File: config.mk
export PLATFORM = sky130hd
export DESIGN_NAME = stage_memory_flat
export DESIGN_NICKNAME = d
export VERILOG_FILES = /design/src/rtl/stage_memory_pkg.sv /design/src/rtl/stage_memory_if.sv /design/src/rtl/stage_memory_mem_bus_ctrl.sv /design/src/rtl/stage_memory.sv /design/src/flat_wrapper.sv
export SDC_FILE = /design/constraint.sdc
export NUM_CORES = 1
export LEC_CHECK = 0
export ABC_AREA = 1
export CAP_MARGIN = 20
export CORE_MARGIN = 5
export CORE_UTILIZATION = 36
export DETAILED_ROUTE_END_ITERATION = 8
export PLACE_DENSITY = 0.84
export SETUP_SLACK_MARGIN = 0.15
export SKIP_LAST_GASP = 1
export SLEW_MARGIN = 20
export SYNTH_ARGS = -nofsm -noshare
export SYNTH_HDL_FRONTEND = slang
export SYNTH_SLANG_ARGS = --single-unit
File: constraint.sdc
create_clock -name clk -period 1.4 [get_ports clk]
set_clock_uncertainty 0.2 [all_clocks]
set_input_delay 0.28 -clock clk [delete_from_list [all_inputs] [get_ports clk]]
set_output_delay 0.28 -clock clk [all_outputs]
set_load 0.03 [all_outputs]
File: src/rtl/stage_memory_pkg.sv
// Shared types for the MEM pipeline stage: result-source encodings and the bus FSM state.
package stage_memory_pkg;

    localparam logic [1:0] RESULT_SRC_ALU  = 2'b00;
    localparam logic [1:0] RESULT_SRC_LOAD = 2'b01;
    localparam logic [1:0] RESULT_SRC_PC4  = 2'b10;
    localparam logic [1:0] RESULT_SRC_IMM  = 2'b11;

    typedef enum logic [1:0] {
        StIdle,
        StBusy,
        StResp
    } mem_state_t;

    // Loads and stores are the only instructions that touch the data bus.
    function automatic logic is_access(input logic mem_write, input logic [1:0] result_src);
        return mem_write | (result_src == RESULT_SRC_LOAD);
    endfunction

endpackage

File: src/rtl/stage_memory_if.sv
// Registered req/ack data-memory bus between the MEM stage (master) and data memory (slave).
interface stage_memory_if #(
    parameter int unsigned ADDR_W = 32
);
    logic              req;
    logic              we;
    logic [ADDR_W-1:0] addr;
    logic [31:0]       wdata;
    logic [31:0]       rdata;
    logic              ack;

    modport master (output req, output we, output addr, output wdata, input rdata, input ack);
    modport slave  (input req, input we, input addr, input wdata, output rdata, output ack);
endinterface

File: src/rtl/stage_memory_mem_bus_ctrl.sv
// Data-bus FSM for the MEM stage: request registers, load data capture and optional timeout.
// Timeout abort is built only when MEM_BUS_TIMEOUT_EN is defined.
module mem_bus_ctrl
    import stage_memory_pkg::*;
#(
    parameter int unsigned ADDR_W         = 32,
    parameter int unsigned TIMEOUT_CYCLES = 256
) (
    input  logic                  clk,
    input  logic                  rst,
    input  logic                  access,
    input  logic                  mem_write,
    input  logic [ADDR_W-1:0]     addr,
    input  logic [31:0]           wdata,
    stage_memory_if.master        bus,
    output mem_state_t            state,
    output logic [31:0]           rdata_q,
    output logic                  bus_error
);

    mem_state_t        state_q;
    logic              req_q;
    logic              we_q;
    logic [ADDR_W-1:0] addr_q;
    logic [31:0]       wdata_q;
    logic              tmo_hit;

`ifdef MEM_BUS_TIMEOUT_EN
    localparam int unsigned CntW = (TIMEOUT_CYCLES > 2) ? $clog2(TIMEOUT_CYCLES) : 1;

    logic [CntW-1:0] tmo_cnt_q;
    logic            err_q;

    assign tmo_hit = (state_q == StBusy) && (tmo_cnt_q == CntW'(TIMEOUT_CYCLES - 1));

    always_ff @(posedge clk) begin
        if (rst) begin
            tmo_cnt_q <= '0;
            err_q     <= 1'b0;
        end else begin
            if (state_q == StIdle && access) begin
                tmo_cnt_q <= '0;
            end else if (state_q == StBusy) begin
                tmo_cnt_q <= tmo_cnt_q + 1'b1;
            end
            // An ack in the same cycle as the limit counts as a normal completion.
            if (tmo_hit && !bus.ack) begin
                err_q <= 1'b1;
            end
        end
    end

    assign bus_error = err_q;
`else
    logic unused_timeout;
    assign unused_timeout = ^TIMEOUT_CYCLES;
    assign tmo_hit        = 1'b0;
    assign bus_error      = 1'b0;
`endif

    always_ff @(posedge clk) begin
        if (rst) begin
            state_q <= StIdle;
            req_q   <= 1'b0;
            we_q    <= 1'b0;
            addr_q  <= '0;
            wdata_q <= '0;
            rdata_q <= '0;
        end else begin
            unique case (state_q)
                StIdle: begin
                    if (access) begin
                        req_q   <= 1'b1;
                        we_q    <= mem_write;
                        addr_q  <= addr;
                        wdata_q <= wdata;
                        state_q <= StBusy;
                    end
                end
                StBusy: begin
                    if (bus.ack) begin
                        req_q <= 1'b0;
                        if (!we_q) begin
                            rdata_q <= bus.rdata;
                        end
                        state_q <= StResp;
                    end else if (tmo_hit) begin
                        req_q   <= 1'b0;
                        rdata_q <= '0;
                        state_q <= StResp;
                    end
                end
                StResp: begin
                    state_q <= StIdle;
                end
                default: begin
                    state_q <= StIdle;
                end
            endcase
        end
    end

    assign bus.req   = req_q;
    assign bus.we    = we_q;
    assign bus.addr  = addr_q;
    assign bus.wdata = wdata_q;
    assign state     = state_q;

endmodule

File: src/rtl/stage_memory.sv
// MEM pipeline stage: drives loads/stores onto the data bus, stalls the front end while an
// access is outstanding and owns the MEM/WB register. Optional MEM_BUS_TIMEOUT_EN bus timeout.
module stage_memory
    import stage_memory_pkg::*;
#(
    parameter int unsigned ADDR_W         = 32,
    parameter int unsigned TIMEOUT_CYCLES = 256
) (
    input  logic               clk,
    input  logic               rst,
    input  logic               wb_clear,
    input  logic               mem_reg_write,
    input  logic               mem_mem_write,
    input  logic [1:0]         mem_result_src,
    input  logic [31:0]        mem_alu_result,
    input  logic [31:0]        mem_write_data,
    input  logic [31:0]        mem_pc_plus_4,
    input  logic [31:0]        mem_imm_ext,
    input  logic [4:0]         mem_rd,
    stage_memory_if.master     dmem,
    output logic               mem_stall,
    output logic               bus_error,
    output logic               wb_reg_write,
    output logic [1:0]         wb_result_src,
    output logic [31:0]        wb_alu_result,
    output logic [31:0]        wb_read_data,
    output logic [31:0]        wb_pc_plus_4,
    output logic [31:0]        wb_imm_ext,
    output logic [4:0]         wb_rd
);

    logic        access;
    mem_state_t  bus_state;
    logic [31:0] rdata_q;

    assign access = is_access(mem_mem_write, mem_result_src);

    mem_bus_ctrl #(
        .ADDR_W         (ADDR_W),
        .TIMEOUT_CYCLES (TIMEOUT_CYCLES)
    ) u_bus_ctrl (
        .clk       (clk),
        .rst       (rst),
        .access    (access),
        .mem_write (mem_mem_write),
        .addr      (mem_alu_result[ADDR_W-1:0]),
        .wdata     (mem_write_data),
        .bus       (dmem),
        .state     (bus_state),
        .rdata_q   (rdata_q),
        .bus_error (bus_error)
    );

    // RESP releases the stall so the access itself retires into MEM/WB that cycle.
    assign mem_stall = ((bus_state == StIdle) && access) || (bus_state == StBusy);

    always_ff @(posedge clk) begin
        if (rst || mem_stall || wb_clear) begin
            wb_reg_write  <= 1'b0;
            wb_result_src <= '0;
            wb_alu_result <= '0;
            wb_read_data  <= '0;
            wb_pc_plus_4  <= '0;
            wb_imm_ext    <= '0;
            wb_rd         <= '0;
        end else begin
            wb_reg_write  <= mem_reg_write;
            wb_result_src <= mem_result_src;
            wb_alu_result <= mem_alu_result;
            wb_read_data  <= (mem_result_src == RESULT_SRC_LOAD) ? rdata_q : 32'h0;
            wb_pc_plus_4  <= mem_pc_plus_4;
            wb_imm_ext    <= mem_imm_ext;
            wb_rd         <= mem_rd;
        end
    end

endmodule

File: src/flat_wrapper.sv
// flat-port wrapper written by rule: the top's interface ports become plain ports
module stage_memory_flat import stage_memory_pkg::*;
#(
    parameter int unsigned ADDR_W         = 32,
    parameter int unsigned TIMEOUT_CYCLES = 256
)
  (clk, rst, wb_clear, mem_reg_write, mem_mem_write, mem_result_src, mem_alu_result, mem_write_data, mem_pc_plus_4, mem_imm_ext, mem_rd, mem_stall, bus_error, wb_reg_write, wb_result_src, wb_alu_result, wb_read_data, wb_pc_plus_4, wb_imm_ext, wb_rd, dmem_req, dmem_we, dmem_addr, dmem_wdata, dmem_rdata, dmem_ack);
  stage_memory_if #(.ADDR_W(ADDR_W)) dmem_i ();
  input  logic clk;
  input  logic rst;
  input  logic wb_clear;
  input  logic mem_reg_write;
  input  logic mem_mem_write;
  input  logic [1:0] mem_result_src;
  input  logic [31:0] mem_alu_result;
  input  logic [31:0] mem_write_data;
  input  logic [31:0] mem_pc_plus_4;
  input  logic [31:0] mem_imm_ext;
  input  logic [4:0] mem_rd;
  output logic mem_stall;
  output logic bus_error;
  output logic wb_reg_write;
  output logic [1:0] wb_result_src;
  output logic [31:0] wb_alu_result;
  output logic [31:0] wb_read_data;
  output logic [31:0] wb_pc_plus_4;
  output logic [31:0] wb_imm_ext;
  output logic [4:0] wb_rd;
  output wire logic [$bits(dmem_i.req)-1:0] dmem_req;
  output wire logic [$bits(dmem_i.we)-1:0] dmem_we;
  output wire logic [$bits(dmem_i.addr)-1:0] dmem_addr;
  output wire logic [$bits(dmem_i.wdata)-1:0] dmem_wdata;
  input wire logic [$bits(dmem_i.rdata)-1:0] dmem_rdata;
  input wire logic [$bits(dmem_i.ack)-1:0] dmem_ack;
  assign dmem_req = dmem_i.req;
  assign dmem_we = dmem_i.we;
  assign dmem_addr = dmem_i.addr;
  assign dmem_wdata = dmem_i.wdata;
  assign dmem_i.rdata = dmem_rdata;
  assign dmem_i.ack = dmem_ack;
  stage_memory #(.ADDR_W(ADDR_W), .TIMEOUT_CYCLES(TIMEOUT_CYCLES)) u_core (.clk(clk), .rst(rst), .wb_clear(wb_clear), .mem_reg_write(mem_reg_write), .mem_mem_write(mem_mem_write), .mem_result_src(mem_result_src), .mem_alu_result(mem_alu_result), .mem_write_data(mem_write_data), .mem_pc_plus_4(mem_pc_plus_4), .mem_imm_ext(mem_imm_ext), .mem_rd(mem_rd), .dmem(dmem_i), .mem_stall(mem_stall), .bus_error(bus_error), .wb_reg_write(wb_reg_write), .wb_result_src(wb_result_src), .wb_alu_result(wb_alu_result), .wb_read_data(wb_read_data), .wb_pc_plus_4(wb_pc_plus_4), .wb_imm_ext(wb_imm_ext), .wb_rd(wb_rd));
endmodule
==> run summary <==
GR Overflow Total = 0
Routed WL per cell = 16.5 µm
Die X = 153 µm
Yosys warnings = 0
Yosys top cell area share = 64.3%
ant diodes = 0
ys async rst share = 0%
vias in the first global route = 7333
Reg power frac = 44.6%
Vias/cell = 4.44
Core Region = 0.0202 mm²
EDFF count, synth = 0
min Tclk post-route = 1.78 ns
Crit path max-delay family = buffers and inverters
TritonRoute pass-1 iters = 5
most common flop cell mapped by yosys = dfxtp_1
layout cells sized above 1 = 38.2%
largest net degree at the start of global routing = 53
fill cell count = 1461
number of hold buffers added after cts = 0
Synth Instances = 869
Net Count, Synth = 1042
htree depth = 1
Hold Vio Cnt, Final = 0
clk root buf = clkbuf_16
# rows = 52
port bufs = 375
setup tns final = -50.65 ns
Final nets = 1438
Final GP Congestion = 0.821
WHS = 0.0860 ns
Die Ht = 153 µm
Sinks on Clock Net = 236
synthesized cell area = 0.00734 mm²
final setup violation count = 433
sw frac = 26.3%
failing checks = negative setup slack
hpwl dp = 16.5 mm
VDD IR-drop max = 0.00102 V
fin crit share = 127%
Setup WS post-layout = -0.378 ns
initial antenna violation count = 0
I/O Pins = 377
Power Density = 1270 mW/mm²
cells along the critical path = clkdlybuf4s50_1 > nand2_2 > nand2_2 > nand2_8 > nand2_8 > buf_6
Crit Path Class = in2out
Starting Density = 36.4%
Req. time, crit path = 0.92 ns
switching pwr = 4360 µW
via count = 6875
Pint = 12200 µW
Worst setup SP type = input port
Multi-input gate area = 0.00188 mm²
Hold Path Class = in2reg
clk_lat worst skew = 0.51 ns
top-count cell post-synth = nor2_1
total track usage = 20.9%
Crit. End Element = output port
Lkg Pwr = 0.00598 µW
status = complete, but fails checks
Area Overhead vs Synth = 77.6%
Crit Path Max Fanout = 2
synth unique cells = 18
Hold Path Depth = 3
DRT iter0 DRCs = 248
Die ar. = 0.0234 mm²
Pwr Total = 16600 µW
antenna-violating nets left = 0
commonest cells in the netlist = nor2_1, dfxtp_1, inv_1
Max Fclk = 563 MHz
critical path buffer and inverter count = 2
leading area contributor after synthesis = dfxtp_1
WP depth = 6
clock network power share = 37.0%
Clock Tree Buf Depth = 3
first-pass GRT wire length = 39.6 mm
Residual DRC = 0
Max stage delay on crit path = 0.53 ns
Slew Limit Fails = 0
clk slew on worst S/H paths = 0.06 ns
worst-case reg-to-reg path depth = 6
top cells by area, synth = dfxtp_1, nor2_1, inv_1
max cap viols = 0
Yosys reg bits = 236
TritonCTS clock tree = built
Storage cell area = 0.00497 mm²
Inserted Clock Buffers = 25
unrepaired setup endpoints after global routing = true
syn avg cell area = 8.45 µm²
post-synthesis sequential area ratio = 64.3%
WL final = 25.5 mm
critical path's slowest cell = clkdlybuf4s50_1
Comb pwr share = 18.4%
Worst Path Arrival = 1.30 ns
-- final timing paths --
check | startpoint | endpoint | slack [ns]
setup / recovery | mem_result_src[0] | mem_stall | -0.38
hold / removal | mem_imm_ext[4] | u_core.wb_imm_ext[4] | 0.09
setup reg to reg | u_core.u_bus_ctrl.state[0] | u_core.wb_pc_plus_4[14] | -0.25
hold reg to reg | u_core.u_bus_ctrl.rdata_q[29] | u_core.wb_read_data[29] | 0.22
-- flip-flops by register name (all words and copies together), names as in the netlist, 5 cells and up --
signal / flops
u_core.u_bus_ctrl.bus.addr: 32
u_core.u_bus_ctrl.bus.wdata: 32
u_core.u_bus_ctrl.rdata_q: 32
u_core.wb_alu_result: 32
u_core.wb_imm_ext: 32
u_core.wb_pc_plus_4: 32
u_core.wb_read_data: 32
u_core.wb_rd: 5
-- cell type report --
type	count	share of cell area, %
timing repair buffer	413	34.9
multi-input combinational	445	14.4
clock buffer	39	5.66
tap	270	2.59
clock inverter	2	0.0960
inverter	144	4.20
sequential	236	38.2
-- stage by stage --
step	cells	area, µm²	util, %	worst slack [ns]
floorplan	869	7410	-	0.0562
global placement	1493	11000	54.6	-0.588
detailed placement	1493	11000	54.6	-0.629
CTS	1547	13000	64.6	-0.409
global route	1549	13000	64.6	-0.435
finish	1549	13000	64.6	-0.378
-- worst register-to-register path, cell delays in order (launching register included) --
cell and delay [ns]:
dfxtp_2 0.33, nor2_4 0.18, nand2_8 0.08, buf_4 0.20, nand3_4 0.16, buf_12 0.24
nor2_1 0.14
-- kinds of logic after synthesis --
| group | share of synthesized area [%] |
|---|---|
| AO/OA/AOI/OAI | 6.75 |
| buffers and inverters | 11.0 |
| flip-flops | 64.3 |
| other | 0.0511 |
| AND/OR/NAND/NOR | 17.9 |
-- repair_timing --
item,CTS,global route
gates resized for setup,412,4
setup buffers,8,2
gates cloned,5,0
setup endpoints to repair,435,439
pin swaps,3,2
-- layout by cell type (no fill, tap or decap), types with 4 or more instances in the layout --
cell type	n
nor2_1	331
dfxtp_2	194
buf_6	192
clkdlybuf4s50_1	172
inv_1	138
o21ai_0	78
dfxtp_1	40
buf_4	29
clkbuf_16	25
o21ai_1	14
buf_12	13
clkbuf_1	8
clkbuf_8	6
nand2_1	5
buf_16	5
o21ai_2	4
-- power by group through the flow --
stage | clock network (µW) | registers, µW | logic [µW]
floorplan | 0 | 8020 | 754
global placement | 0 | 7400 | 2620
detailed placement | 0 | 7420 | 2650
CTS | 6210 | 7390 | 3020
global route | 6550 | 7440 | 3260
finish | 6120 | 7400 | 3050
-- layer usage --
metal,part of all wire [%],track usage (%),up-vias
met2,52,38.9,313
met5,0,0,-
li1,-,-,3341
met1,35,21.6,3148
met3,9.0,7.32,73
met4,4.3,7.72,0
Note: power is estimated with default switching activity, not from simulation.
==> RTL edit 1 (same settings) <==
Encoding of `mem_state_t`: now one-hot (3 bits for 3 states).
--- a/src/rtl/stage_memory_pkg.sv
+++ b/src/rtl/stage_memory_pkg.sv
@@ -8,6 +8,6 @@
 
-    typedef enum logic [1:0] {
-        StIdle,
-        StBusy,
-        StResp
+    typedef enum logic [2:0] {
+        StIdle = 3'b001,
+        StBusy = 3'b010,
+        StResp = 3'b100
     } mem_state_t;
Formal check against the unedited RTL: no difference found for any inputs over 4 cycles, from zero or initial values and one cycle with rst high; so few cycles prove little.
==> RTL edit 1 against the original RTL <==
- the flow still finishes with violations (setup timing)
- synthesized cell count increased by 0.58%
- non-clock buffer count increased by 83
- total power rose by 19%
- setup slack worse by 160 ps
- design area up 22%
- sequential cell count up 1
- routed wire length up 53%
- clock power grew 16%
- synthesized area increased by 1.1%
- register-to-register slack got worse by 270 ps
- critical endpoint is now u_core.wb_imm_ext[15]
- largest cell class is now buffers
- highest routed layer unchanged
==> RTL edit 1: results (changes against the original RTL) <==
{| class="wikitable"
! Metric !! Value
|-
| Detailed route wirelength on metal3 || 3010 microns (was 2290 microns)
|-
| Leak pwr || 6.97 nW (was 5.98 nW)
|-
| Final nets || 1522 (was 1438)
|-
| Sequential share of the synthesized area || 63.9% (was 64.3%)
|-
| Ranking of synthesized cells by instance count || sky130_fd_sc_hd__nor2_1 (298), sky130_fd_sc_hd__dfxtp_1 (237), sky130_fd_sc_hd__inv_1 (141) (was sky130_fd_sc_hd__nor2_1 (332), sky130_fd_sc_hd__dfxtp_1 (236), sky130_fd_sc_hd__inv_1 (142))
|-
| Biggest cell delay along the critical path || 470 ps (was 530 ps)
|-
| GRT Total Usage || 24.1% (was 20.9%)
|-
| Cell types with the largest area share after synthesis || sky130_fd_sc_hd__dfxtp_1 (64%), sky130_fd_sc_hd__nor2_1 (15%), sky130_fd_sc_hd__inv_1 (7.1%), sky130_fd_sc_hd__o21ai_0 (6.1%), sky130_fd_sc_hd__nor3_1 (2.2%) (was sky130_fd_sc_hd__dfxtp_1 (64%), sky130_fd_sc_hd__nor2_1 (17%), sky130_fd_sc_hd__inv_1 (7.3%), sky130_fd_sc_hd__o21ai_0 (6.5%), sky130_fd_sc_hd__buf_6 (1.1%))
|-
| Met2 Wirelength || 20600 microns (was 13100 microns)
|-
| First-pass detailed-route iteration total || 5 (unchanged)
|-
| Vias in the first global route || 7565 (was 7333)
|-
| Cell count of the worst reg-to-reg path || 11 (was 6)
|-
| Share of the synthesized area in compound gates (AO/OA/AOI/OAI) || 6.67% (was 6.75%)
|-
| Wire length of the first global-routing pass || 44500 microns (was 39600 microns)
|-
| Global Route met2 Usage || 44.7% (was 38.9%)
|-
| Outcome || finished, violations left (unchanged)
|-
| Synth cell types || 23 (was 18)
|-
| Met1 global-route usage || 24.7% (was 21.6%)
|-
| Global-route met3 utilization || 6.89% (was 7.32%)
|-
| Largest vdd supply drop || 936 uV (was 1020 uV)
|-
| Arrival time reported for the critical path endpoint || 2150 ps (was 1300 ps)
|-
| Synthesized net count || 1047 (was 1042)
|-
| Largest driver fanout on the critical path || 6 (was 2)
|-
| Failing checks || setup timing (unchanged)
|-
| Final weighted congestion in routability-driven placement || 0.916 (was 0.821)
|-
| Fraction of layout cells with a size suffix above 1 || 57.3% (was 38.2%)
|-
| Maximum number of pins on one net before global-route repair || 49 (was 53)
|-
| WL met1 || 12800 microns (was 8950 microns)
|-
| Sum of routed wire length over all layers || 38900 microns (was 25500 microns)
|-
| Setup WS post-layout || -540 ps (was -378 ps)
|-
| TritonCTS buffer count || 24 (was 25)
|-
| Initial DRC count || 445 (was 248)
|-
| Final Setup Violations || 438 (was 433)
|}
-- RTL edit 1: cell count changes in the layout (fill, tap and decap cells not counted), moves of 46 or more --
cell                      unedited run  this run
sky130_fd_sc_hd__nor2_1            331       165
sky130_fd_sc_hd__o21ai_0            78         2
sky130_fd_sc_hd__nor2_2              0        72
sky130_fd_sc_hd__nor2_4              2        64
sky130_fd_sc_hd__o21ai_2             4        55
sky130_fd_sc_hd__buf_12             13        59
-- RTL edit 1: path summary, 6_finish.rpt --
check	endpoint	slack (ps)	start
hold reg to reg	u_core.wb_read_data[24]	220	u_core.u_bus_ctrl.rdata_q[24]
setup reg to reg	u_core.wb_imm_ext[15]	-520	u_core.u_bus_ctrl.state[2]
setup / recovery	u_core.wb_imm_ext[15]	-540	mem_result_src[1]
hold / removal	u_core.wb_pc_plus_4[3]	90	mem_pc_plus_4[3]
-- RTL edit 1: where the power goes --
group / switching (mW) / internal [mW] / total, mW
combinational: 2.53 / 2.56 / 5.09
clock: 2.79 / 4.31 / 7.10
sequential: 0.318 / 7.22 / 7.54
-- RTL edit 1: through the flow --
stage               cells  total power, mW  setup slack, ps  utilization (%)
finish               1635             19.7             -540             78.6
CTS                  1580             18.3             -471             66.5
detailed placement   1496             10.5             -621             56.6
floorplan             874             8.97            -60.6                -
global placement     1496             10.5             -514             56.6
global route         1635             20.3             -619             78.6
-- RTL edit 1: area by class of cell --
type                       instances  area (sq um)
inverter                         142           559
clock inverter                     8           144
sequential                       237          5020
clock buffer                      34           719
multi-input combinational        448          2890
timing repair buffer             496          6280
tap                              270           338
fill                            1030          4340
-- RTL edit 1: what timing repair did --
action / in CTS / in global routing
setup buffers: 20 / 44
gates cloned: 22 / 11
endpoints found under the setup margin: 437 / 438
resized for setup: 143 / 636
pin swaps: 8 / 44
==> RTL edit 2 (config.mk and constraints unchanged) <==
Without the edit above. Build with the macro `MEM_BUS_TIMEOUT_EN` defined.
--- a/src/rtl/stage_memory_mem_bus_ctrl.sv
+++ b/src/rtl/stage_memory_mem_bus_ctrl.sv
@@ -2,2 +2,4 @@
 // Timeout abort is built only when MEM_BUS_TIMEOUT_EN is defined.
+`define MEM_BUS_TIMEOUT_EN
+
 module mem_bus_ctrl
Behaviour: no difference found for any inputs over 4 cycles, from zero or initial values and one cycle with rst high; that may be too few to reach the edited logic, so the function may still have changed.
==> RTL edit 2 against the original RTL <==
- the run ends with DRC, hold timing, setup timing left
- highest routed layer is now met5
- setup slack got worse by 330 ps
- sequential cell count increased by 9
- sequential share of layout area decreased by 9.5 points
- sequential power increased by 3.6%
- largest cell class is now buffers
- design area increased by 39%
- synthesized area increased by 11%
- critical endpoint is now u_core.wb_pc_plus_4[11]
- routed wire length increased by 92%
- total power increased by 22%
- cell count increased by 18%
==> RTL edit 2: results (changes against the original RTL) <==
{| class="wikitable"
! Metric !! Value
|-
| Vias in the first global route || 9494 (was 7333)
|-
| Setup WS post-layout || -712 ps (was -378 ps)
|-
| Post-Syn Area per Cell || 8.05 sq um (was 8.45 sq um)
|-
| Number of failing hold endpoints at the final stage || 1 (was 0)
|-
| Placement Cell Area || 0.0126 sq mm (was 0.0110 sq mm)
|-
| Count of unresolved DRC violations after routing || 2 (was 0)
|-
| Fill cells || 1038 (was 1461)
|-
| Setup TNS Final || -94710 ps (was -50650 ps)
|-
| Hpwl dp || 20500 microns (was 16500 microns)
|-
| Net Switching || 6.05 mW (was 4.36 mW)
|-
| First-pass detailed-route iteration total || 8 (was 5)
|-
| TritonCTS buffer count || 27 (was 25)
|-
| Clock latency of the later-clocked register in the worst-skew pair || 540 ps (was 510 ps)
|-
| Worst Hold Slack || -135 ps (was 86.0 ps)
|-
| Arrival time reported for the critical path endpoint || 2330 ps (was 1300 ps)
|-
| Wire length of the first global-routing pass || 56100 microns (was 39600 microns)
|-
| Leak pwr || 7.84 nW (was 5.98 nW)
|-
| Synthesized net count || 1188 (was 1042)
|-
| Cell types with the largest area share after synthesis || sky130_fd_sc_hd__dfxtp_1 (60%), sky130_fd_sc_hd__nor2_1 (8.4%), sky130_fd_sc_hd__nand2_1 (7.4%), sky130_fd_sc_hd__inv_1 (6.8%), sky130_fd_sc_hd__a21oi_1 (6.1%) (was sky130_fd_sc_hd__dfxtp_1 (64%), sky130_fd_sc_hd__nor2_1 (17%), sky130_fd_sc_hd__inv_1 (7.3%), sky130_fd_sc_hd__o21ai_0 (6.5%), sky130_fd_sc_hd__buf_6 (1.1%))
|-
| Relative contribution of sequential cells to total power || 38.0% (was 44.6%)
|-
| Maximum number of pins on one net before global-route repair || 47 (was 53)
|-
| Routed via count divided by cell count || 5.34 (was 4.44)
|-
| Final Setup Violations || 447 (was 433)
|-
| Outcome || finished, violations left (unchanged)
|-
| Final standard cell utilization of the core || 80.4% (was 64.6%)
|-
| Share of the synthesized area in compound gates (AO/OA/AOI/OAI) || 6.64% (was 6.75%)
|-
| Synth cell types || 22 (was 18)
|-
| Number of vias after detailed routing || 9759 (was 6875)
|-
| Post-synthesis share of cell area spent on full adders, half adders and majority gates || 0.153% (was 0%)
|-
| Initial antenna violation count || 3 (was 0)
|-
| Xor and xnor area share after synthesis || 0.107% (was 0%)
|-
| Ranking of synthesized cells by instance count || sky130_fd_sc_hd__dfxtp_1 (245), sky130_fd_sc_hd__nor2_1 (182), sky130_fd_sc_hd__nand2_1 (161) (was sky130_fd_sc_hd__nor2_1 (332), sky130_fd_sc_hd__dfxtp_1 (236), sky130_fd_sc_hd__inv_1 (142))
|-
| Failing checks || DRC, hold timing, setup timing (was setup timing)
|}
## RTL edit 2: changes by cell type after synthesis, moves of 8 or more
cell                      delta
sky130_fd_sc_hd__a21oi_1    +97
sky130_fd_sc_hd__nand3_1    +96
sky130_fd_sc_hd__nand2_1   +152
sky130_fd_sc_hd__dfxtp_1     +9
sky130_fd_sc_hd__buf_4       -8
sky130_fd_sc_hd__o21ai_0    -93
sky130_fd_sc_hd__nor2_1    -150
sky130_fd_sc_hd__buf_2      +20
## RTL edit 2: path summary, 6_finish.rpt
path | cells past startpoint | start | endpoint
max reg2reg | 12 | u_core.u_bus_ctrl.state[1] | u_core.wb_pc_plus_4[11]
max | 12 | u_core.u_bus_ctrl.state[1] | u_core.wb_pc_plus_4[11]
min | 3 | mem_result_src[0] | u_core.wb_result_src[0]
min reg2reg | 2 | u_core.u_bus_ctrl.rdata_q[23] | u_core.wb_read_data[23]
## RTL edit 2: cell type report
class	count	share of cell area [%]
inverter	153	3.23
tap	285	1.97
sequential	245	28.7
clock buffer	39	4.43
clock inverter	10	0.608
antenna	3	0.0415
multi-input combinational	554	23.4
timing repair buffer	537	37.7
## RTL edit 2: timing repair
item | CTS | global route
setup buffers | 35 | 43
cloned | 22 | 13
gates resized for setup | 447 | 491
pin swaps | 27 | 73
endpoints found under the setup margin | 448 | 449
endpoints found under the hold margin | 1 | 1
## RTL edit 2: routing by layer
| layer | vias to the layer above | track usage, % | wire (microns) |
|---|---|---|---|
| met5 | - | 0 | 13 |
| met4 | 2 | 15.3 | 3930 |
| met3 | 275 | 8.62 | 4740 |
| met2 | 695 | 50.7 | 24800 |
| met1 | 4688 | 28.0 | 15600 |
| li1 | 4099 | - | - |
## RTL edit 2: worst max-delay path, cell delays in order (launching register included)
cell,delay (ps)
sky130_fd_sc_hd__dfxtp_2,370
sky130_fd_sc_hd__inv_2,60
sky130_fd_sc_hd__nand2_4,80
sky130_fd_sc_hd__buf_6,100
sky130_fd_sc_hd__buf_6,100
sky130_fd_sc_hd__inv_8,40
sky130_fd_sc_hd__nor2_4,110
sky130_fd_sc_hd__nand3_4,110
sky130_fd_sc_hd__buf_12,160
sky130_fd_sc_hd__buf_12,150
sky130_fd_sc_hd__buf_12,140
sky130_fd_sc_hd__buf_16,140
sky130_fd_sc_hd__nor2_4,230
## RTL edit 2: cell families (layout without fill, tap and decap cells)
family | Yosys count | count (layout)
AND/OR/NAND/NOR | 447 | 447
flip-flops | 245 | 245
XOR/XNOR | 1 | 1
other | 0 | 3
AO/OA/AOI/OAI | 105 | 105
adder cells (fa/ha/maj) | 1 | 1
buffers and inverters | 215 | 739
